--- src/rtl/spi_cs_router.sv ---
// Registered 1-to-N chip-select router with glitch-free channel switching.
// A switch first waits for the active strobe to return idle, then holds all channels idle for a guard interval.
module spi_cs_router #(
  parameter int N_CH      = 8,
  parameter int SEL_W     = 3,
  parameter int GUARD_CYC = 2
) (
  input  logic             clk,
  input  logic             rstb,
  input  logic [SEL_W-1:0] sel,
  input  logic             sel_load,
  input  logic             in,
  input  logic             deflt,
  output logic [N_CH-1:0]  out,
  output logic [SEL_W-1:0] cur_sel,
  output logic             connected,
  output logic             switching,
  output logic             sel_err
);

  typedef enum logic [1:0] {IDLE, CONN, DRAIN, GUARD} state_t;

  localparam logic [7:0] GUARD_INIT = 8'(GUARD_CYC);

  state_t           state_q, state_d;
  logic [SEL_W-1:0] cur_sel_q, cur_sel_d;
  logic [SEL_W-1:0] pend_sel_q, pend_sel_d;
  logic [7:0]       cnt_q, cnt_d;
  logic [N_CH-1:0]  out_q, out_d;
  logic             connected_q, connected_d;
  logic             switching_q, switching_d;
  logic             sel_err_q, sel_err_d;
  logic [31:0]      sel_ext;
  logic             sel_valid;
  logic             load_ok;
  logic             routed;

  assign sel_ext   = 32'(sel);
  assign sel_valid = sel_ext < 32'(N_CH);
  assign load_ok   = sel_load && sel_valid;
  // The old channel keeps following `in` while draining so the transfer ends cleanly.
  assign routed    = (state_q == CONN) || (state_q == DRAIN);

  always_comb begin
    state_d    = state_q;
    cur_sel_d  = cur_sel_q;
    pend_sel_d = pend_sel_q;
    cnt_d      = cnt_q;
    sel_err_d  = sel_load && !sel_valid;
    case (state_q)
      IDLE: begin
        if (load_ok) begin
          pend_sel_d = sel;
          if (GUARD_CYC == 0) begin
            state_d   = CONN;
            cur_sel_d = sel;
          end else begin
            state_d = GUARD;
            cnt_d   = GUARD_INIT;
          end
        end
      end
      CONN: begin
        if (load_ok && (sel != cur_sel_q)) begin
          pend_sel_d = sel;
          if (in == deflt) begin
            if (GUARD_CYC == 0) begin
              cur_sel_d = sel;
            end else begin
              state_d = GUARD;
              cnt_d   = GUARD_INIT;
            end
          end else begin
            state_d = DRAIN;
          end
        end
      end
      DRAIN: begin
        if (load_ok) pend_sel_d = sel;
        if (in == deflt) begin
          if (GUARD_CYC == 0) begin
            state_d   = CONN;
            cur_sel_d = pend_sel_d;
          end else begin
            state_d = GUARD;
            cnt_d   = GUARD_INIT;
          end
        end
      end
      GUARD: begin
        // A request landing on the exit cycle is the one that gets connected.
        if (load_ok) pend_sel_d = sel;
        cnt_d = cnt_q - 8'd1;
        if (cnt_q <= 8'd1) begin
          state_d   = CONN;
          cur_sel_d = pend_sel_d;
          cnt_d     = 8'd0;
        end
      end
      default: state_d = IDLE;
    endcase
    connected_d = (state_d == CONN);
    switching_d = (state_d == DRAIN) || (state_d == GUARD);
  end

  genvar gi;
  generate
    for (gi = 0; gi < N_CH; gi++) begin : g_ch
      assign out_d[gi] = (routed && (cur_sel_q == SEL_W'(gi))) ? in : deflt;
    end
  endgenerate

  always_ff @(posedge clk or negedge rstb) begin
    if (!rstb) begin
      state_q     <= IDLE;
      cur_sel_q   <= '0;
      pend_sel_q  <= '0;
      cnt_q       <= 8'd0;
      out_q       <= '1;
      connected_q <= 1'b0;
      switching_q <= 1'b0;
      sel_err_q   <= 1'b0;
    end else begin
      state_q     <= state_d;
      cur_sel_q   <= cur_sel_d;
      pend_sel_q  <= pend_sel_d;
      cnt_q       <= cnt_d;
      out_q       <= out_d;
      connected_q <= connected_d;
      switching_q <= switching_d;
      sel_err_q   <= sel_err_d;
    end
  end

  assign out       = out_q;
  assign cur_sel   = cur_sel_q;
  assign connected = connected_q;
  assign switching = switching_q;
  assign sel_err   = sel_err_q;

endmodule

--- config.mk ---
export PLATFORM = sky130hd
export DESIGN_NAME = spi_cs_router
export DESIGN_NICKNAME = d
export VERILOG_FILES = /design/src/rtl/spi_cs_router.sv
export SDC_FILE = /design/constraint.sdc
export NUM_CORES = 1
export LEC_CHECK = 0
export CAP_MARGIN = 0
export CELL_PAD_IN_SITES_DETAIL_PLACEMENT = 1
export CELL_PAD_IN_SITES_GLOBAL_PLACEMENT = 1
export CORE_MARGIN = 3
export CORE_UTILIZATION = 44
export CTS_BUF_LIST = sky130_fd_sc_hd__clkbuf_4
export DETAILED_ROUTE_END_ITERATION = 7
export GPL_ROUTABILITY_DRIVEN = 0
export MAX_ROUTING_LAYER = met4
export PLACE_DENSITY = 0.86
export RECOVER_POWER = 50
export SETUP_SLACK_MARGIN = 0.02
export SYNTH_ARGS = -nofsm -noshare
export SYNTH_HDL_FRONTEND = slang
export SYNTH_SLANG_ARGS = --single-unit
--- constraint.sdc ---
create_clock -name clk -period 2.1 [get_ports clk]
set_input_delay 0.525 -clock clk [delete_from_list [all_inputs] [get_ports clk]]
set_output_delay 0.525 -clock clk [all_outputs]
set_load 0.03 [all_outputs]
==> results_dict.tcl, run 1 <==
set metrics [dict create \
    swShare_pct 45.7 \
    worstPathArrival_ns 2.25 \
    cp-start-kind "input port" \
    synthesis.instances 140 \
    synth_warnings 0 \
    seq_area_um2 636 \
    drive_gt1_share_pct 26.6 \
    fin_cells 213 \
    worst_pin_slew_ns 1.38 \
    drtIter0Drc 35 \
    die_area_um2 4140 \
    row_count 20 \
    clockRootBuffer "clkbuf_4" \
    slew-limit-headroom_pct 7.70 \
    vias_per_cell 5.51 \
    synthFlopType "dfrtp_1" \
    post-route-period-util_pct 96.5 \
    ios 22 \
    hp-class "reg2reg" \
    cp_cell_sequence "clkdlybuf4s50_1 -> xor2_1 -> or4b_4 -> and2_4 -> mux2_4" \
    syn_nets 154 \
    path_max_fanout 7 \
    first_pass_iters 4 \
    max_clock_freq_ghz 0.494 \
    path_delay_family "simple AND/OR/NAND/NOR gates" \
    drc 0 \
    path_buf_inv 1 \
    dp_cells 209 \
    ctsHoldBuffers 0 \
    wl_per_cell_um 16.6 \
    ys_ff_latch 25 \
    clock_path_buffers 2 \
    finish.net_count 184 \
    synth_edf_count 0 \
    fill_cells 364 \
    fin_crit_ns 2.03 \
    syn_to_final_growth_pct 22.0 \
    crit_required_ns 2.33 \
    final_antenna_net_count 0 \
    p_per_area_nw_per_um2 1530 \
    p_leak_nw 0.817 \
    synth_area_leaders "dfrtp_1 28%, dfstp_2 14%, mux2_2 8.3%" \
    peakVddDrop_mv 0.803 \
    multi_input_area_um2 781 \
    synth-async-reset-ratio_pct 100 \
    htree_levels 1 \
    synth.distinct_cells 46 \
    dp_hpwl_um 2790 \
    cts_num_sinks 25 \
    initial_utilization_pct 47.5 \
    slowest_delay_ns 0.61 \
    clock_skew_ns 0.0113 \
    fin_area_um2 1830 \
    p_switching_mw 1.28 \
    clk_latency_ns 0.32 \
    cts_tree "built" \
    core-area_um2 3150 \
    end_kind "register" \
    finalHoldViolCount 0 \
    power.internal_mw 1.52 \
    die_w_um 64.3 \
    setup_violations 0 \
    cap_violations 0 \
    totalWireLength_um 3540 \
    critical_path_class "in2reg" \
    grt_max_degree 26 \
    rsz0062_at_grt "false" \
    fin_util_pct 57.9 \
    cp_slowest_cell "or4b_4" \
    vias 1174 \
    yosysSeqAreaShare_pct 42.5 \
    diodes 0 \
    placedInstanceArea_um2 1790 \
    antenna_found_initial 0 \
    synth_area_leader_cell "dfrtp_1" \
    grt_pass1_wl_um 6140 \
    grt_pass1_vias 1243 \
    slew_violations 0 \
    grt_overflow 0 \
    avgSynthCellArea_um2 10.7 \
    synth.cell_area_um2 1500 \
    power_frac_clock_pct 8.3 \
    die_h_um 64.3 \
    status "completed" \
    comb_power_share_pct 63.1 \
    power_frac_seq_pct 28.7 \
    clk_pin_slew_ns 0.14 \
    numCtsBuffers 3 \
    postCtsSetupRepairBufs 0 \
    synth_top_area_share_pct 28.4 \
    portBuffers 20 \
    grt_usage_pct 19.8 \
]
-- routing by layer --
metal  track usage, %  up-vias  share of wire, %
met2             33.0       27                49
met3             3.16        4               3.7
met1             24.6      581                46
li1                 -      562                 -
met5                -        -                 0
met4             6.33        0               1.1
-- logic make-up (layout without fill, tap and decap cells) --
logic type	after synthesis	in the layout	synth area share [%]
buf+inv	16	45	5.94
flops	25	25	42.5
other cells	1	1	0.251
mux	16	16	12.0
fa+ha+maj	6	6	5.02
xor+xnor	4	4	2.84
simple gates	45	45	17.6
compound gates	27	27	14.0
-- power by group through the flow --
stage	Combinational, mW	Clock (mW)	Sequential [mW]
after floorplan	1.08	0	0.946
final	1.77	0.232	0.803
after global placement	1.68	0	0.803
after detailed placement	1.78	0	0.818
after CTS	1.79	0.240	0.806
after global routing	1.94	0.274	0.836
-- sequential cells by signal, summed over array words and instances, names as in the netlist --
name and count:
state_q 2, connected 1, pend_sel_q 3, cur_sel 3, out 8, cnt_q 8
-- synth_stat cells, drive strengths merged, types with 2 or more instances --
cell / n
dfrtp: 17
mux2: 12
dfstp: 8
inv: 7
nand2: 7
nor3: 7
buf: 6
ha: 6
nand2b: 6
nor2: 6
o21ai: 6
o211ai: 5
o2bb2ai: 5
or3: 5
mux2i: 4
clkbuf: 3
nand4: 3
xor2: 3
nand3: 2
nand4b: 2
nor3b: 2
or4b: 2
-- what timing repair did --
action	CTS	global route
hold endpoints to repair	0	0
resized for setup	1	11
pin swaps	0	1
endpoints found under the setup margin	3	15
-- layout by cell type (no fill, tap or decap), drive strengths merged, types with 6 or more instances in the layout --
cell type / n
dfrtp: 17
buf: 13
mux2: 12
clkdlybuf4s50: 10
dfstp: 8
clkbuf: 8
inv: 7
nor3: 7
nand2: 7
o21ai: 6
nand2b: 6
ha: 6
dlymetal6s2s: 6
nor2: 6
-- metrics by stage --
| step | setup slack (ns) | power [mW] | TNS [ns] | hold slack [ns] |
|---|---|---|---|---|
| detailed placement | -0.368 | 2.60 | -3.27 | 0.491 |
| finish | 0.0737 | 2.80 | 0 | 0.521 |
| CTS | 0.0269 | 2.84 | 0 | 0.521 |
| global placement | -0.315 | 2.48 | -2.60 | 0.486 |
| floorplan | 0.0649 | 2.02 | 0 | 0.229 |
| global route | 0.0196 | 3.05 | 0 | 0.548 |
-- path summary, 6_finish.rpt --
kind                                    start  slack (ns)  cells after the start             to
worst max-delay path                   sel[2]        0.07                      5       cnt_q[1]
worst min-delay path            pend_sel_q[2]        0.52                      1  pend_sel_q[2]
worst max register to register     state_q[0]        0.24                      6       cnt_q[1]
worst min register to register  pend_sel_q[2]        0.52                      1  pend_sel_q[2]
max in group asynchronous                rstb        0.25                      2       cnt_q[3]
min in group asynchronous                rstb        1.04                      2     cur_sel[0]
-- cell type report --
cell class | count | share of cell area [%]
Clock buffer | 4 | 1.64
Inverter | 7 | 1.44
Multi-Input combinational cell | 99 | 42.8
Sequential cell | 25 | 34.8
Tap cell | 44 | 3.02
Timing Repair Buffer | 34 | 16.3
Power figures use the tool's default switching activity.
==> run 2, diff against run 1 <==
- CAP_MARGIN: 0 -> unset
- REMOVE_ABC_BUFFERS: unset -> 1
==> results_dict.tcl, run 2 (synthesized netlist as in run 1, its figures left out) <==
set metrics [dict create \
    status "completed" \
    crit_required_ns 2.33 \
    clockRootBuffer "clkbuf_4" \
    hold_path_depth 1 \
    clk_latency_ns 0.33 \
    syn_to_final_growth_pct 23.2 \
    die_area_um2 4140 \
    grt_pass1_vias 1385 \
    placedInstanceArea_um2 1820 \
    hp-class "reg2reg" \
    ios 22 \
    max_clock_freq_ghz 0.484 \
    clk_pin_slew_ns 0.14 \
    setup_violations 0 \
    diodes 0 \
    final_antenna_net_count 0 \
    fin_area_um2 1840 \
    rrSetupSlack_ns 0.16 \
    r2r_end "cur_sel[1]" \
    drive_gt1_share_pct 27.3 \
    finish.net_count 187 \
    end_kind "register" \
    fin_setup_tns_ns 0 \
    cap_violations 0 \
    postCtsSetupRepairBufs 0 \
    power_mw 2.84 \
    cts_resized 6 \
    peakVddDrop_mv 0.629 \
    grt_pass1_wl_um 6980 \
    clock_path_buffers 2 \
    wl_per_cell_um 18.7 \
    cts_num_sinks 25 \
    final_common_cell "buf_4" \
    final_cell_mix "17 x buf_4, 16 x dfrtp_1, 10 x mux2_2" \
    initial_utilization_pct 47.5 \
    grt_usage_pct 22.7 \
    worstPathArrival_ns 2.29 \
    first_pass_iters 4 \
    vias 1237 \
    rsz0062_at_grt "false" \
    dp_hpwl_um 3150 \
    rr_startpoint "cnt_q[0]" \
    portBuffers 20 \
    drtIter0Drc 64 \
    min-delay-start "cnt_q[4]" \
    post-route-period-util_pct 98.3 \
    critical_path_class "in2reg" \
    path_max_fanout 3 \
    p_per_area_nw_per_um2 1540 \
    grt_overflow 0 \
    fin_crit_ns 2.06 \
    antenna_found_initial 0 \
    cp-start-kind "input port" \
    htree_levels 1 \
    vias_per_cell 5.73 \
    row_count 20 \
    slew_violations 0 \
    drc 0 \
    finalHoldViolCount 0 \
    fin_util_pct 58.5 \
    p_leak_nw 0.835 \
    fin_cells 216 \
    worstRegToRegCells 6 \
    numCtsBuffers 3 \
    cts_tree "built" \
    die_h_um 64.3 \
    hold_path_end "cnt_q[4]" \
    ctsHoldBuffers 0 \
    core-area_um2 3150 \
    grt_max_degree 26 \
    die_w_um 64.3 \
    totalWireLength_um 4040 \
    dp_cells 212 \
    clock_skew_ns 0.00269 \
]
run 2: changes by cell type in the layout (fill, tap and decap cells not counted), sizes merged:
cell	change
clkinv	+1
dlymetal6s2s	-1
clkbuf	-3
buf	+4
clkdlybuf4s50	-3
dlygate4sd2	+5
run 2: worst max path at each step:
stage                     startpoint             to  slack, ns  depth (start not counted)
after CTS                 cur_sel[1]     cur_sel[1]       0.02                          1
after detailed placement      sel[1]       cnt_q[0]      -0.33                          6
after global placement        sel[1]       cnt_q[0]      -0.25                          6
after global routing          sel[1]  pend_sel_q[2]       0.03                          5
final                         sel[1]  pend_sel_q[0]       0.04                          5
after floorplan           cur_sel[1]  pend_sel_q[0]       0.12                          4
run 2: power by group:
| group | switching (mW) | leakage [nW] | internal [mW] | total, mW |
|---|---|---|---|---|
| combinational | 1.01 | 0.521 | 0.756 | 1.76 |
| sequential | 0.182 | 0.296 | 0.671 | 0.852 |
| clock | 0.152 | 0.0177 | 0.0715 | 0.224 |
| total | 1.34 | 0.835 | 1.50 | 2.84 |
run 2: per-layer routing:
layer,vias up,share of wire (%),global-route usage (%)
met2,25,55,40.7
met3,8,2.8,3.16
li1,567,-,-
met1,637,40,26.2
met4,0,1.9,6.60
met5,-,0,-
run 2: stage by stage:
step                      worst slack [ns]  hold WS, ns
final                               0.0360        0.531
after global routing                0.0273        0.556
after CTS                           0.0246        0.534
after detailed placement            -0.333        0.497
after global placement              -0.252        0.481
after floorplan                      0.118        0.229
run 2: critical path, cell delays in order:
cell and delay [ns]:
clkdlybuf4s50_1 0.47, xor2_2 0.20, or4b_4 0.57, nand2_1 0.17, mux2_2 0.35
run 2: layout make-up:
cell class / instances / area (µm²)
clock buffers: 3 / 22.5
clock inverters: 1 / 5.00
fillers: 369 / 1310
inverters: 7 / 26.3
multi-input cells: 99 / 777
flip-flops and latches: 25 / 637
well taps: 44 / 55.1
repair buffers: 37 / 322
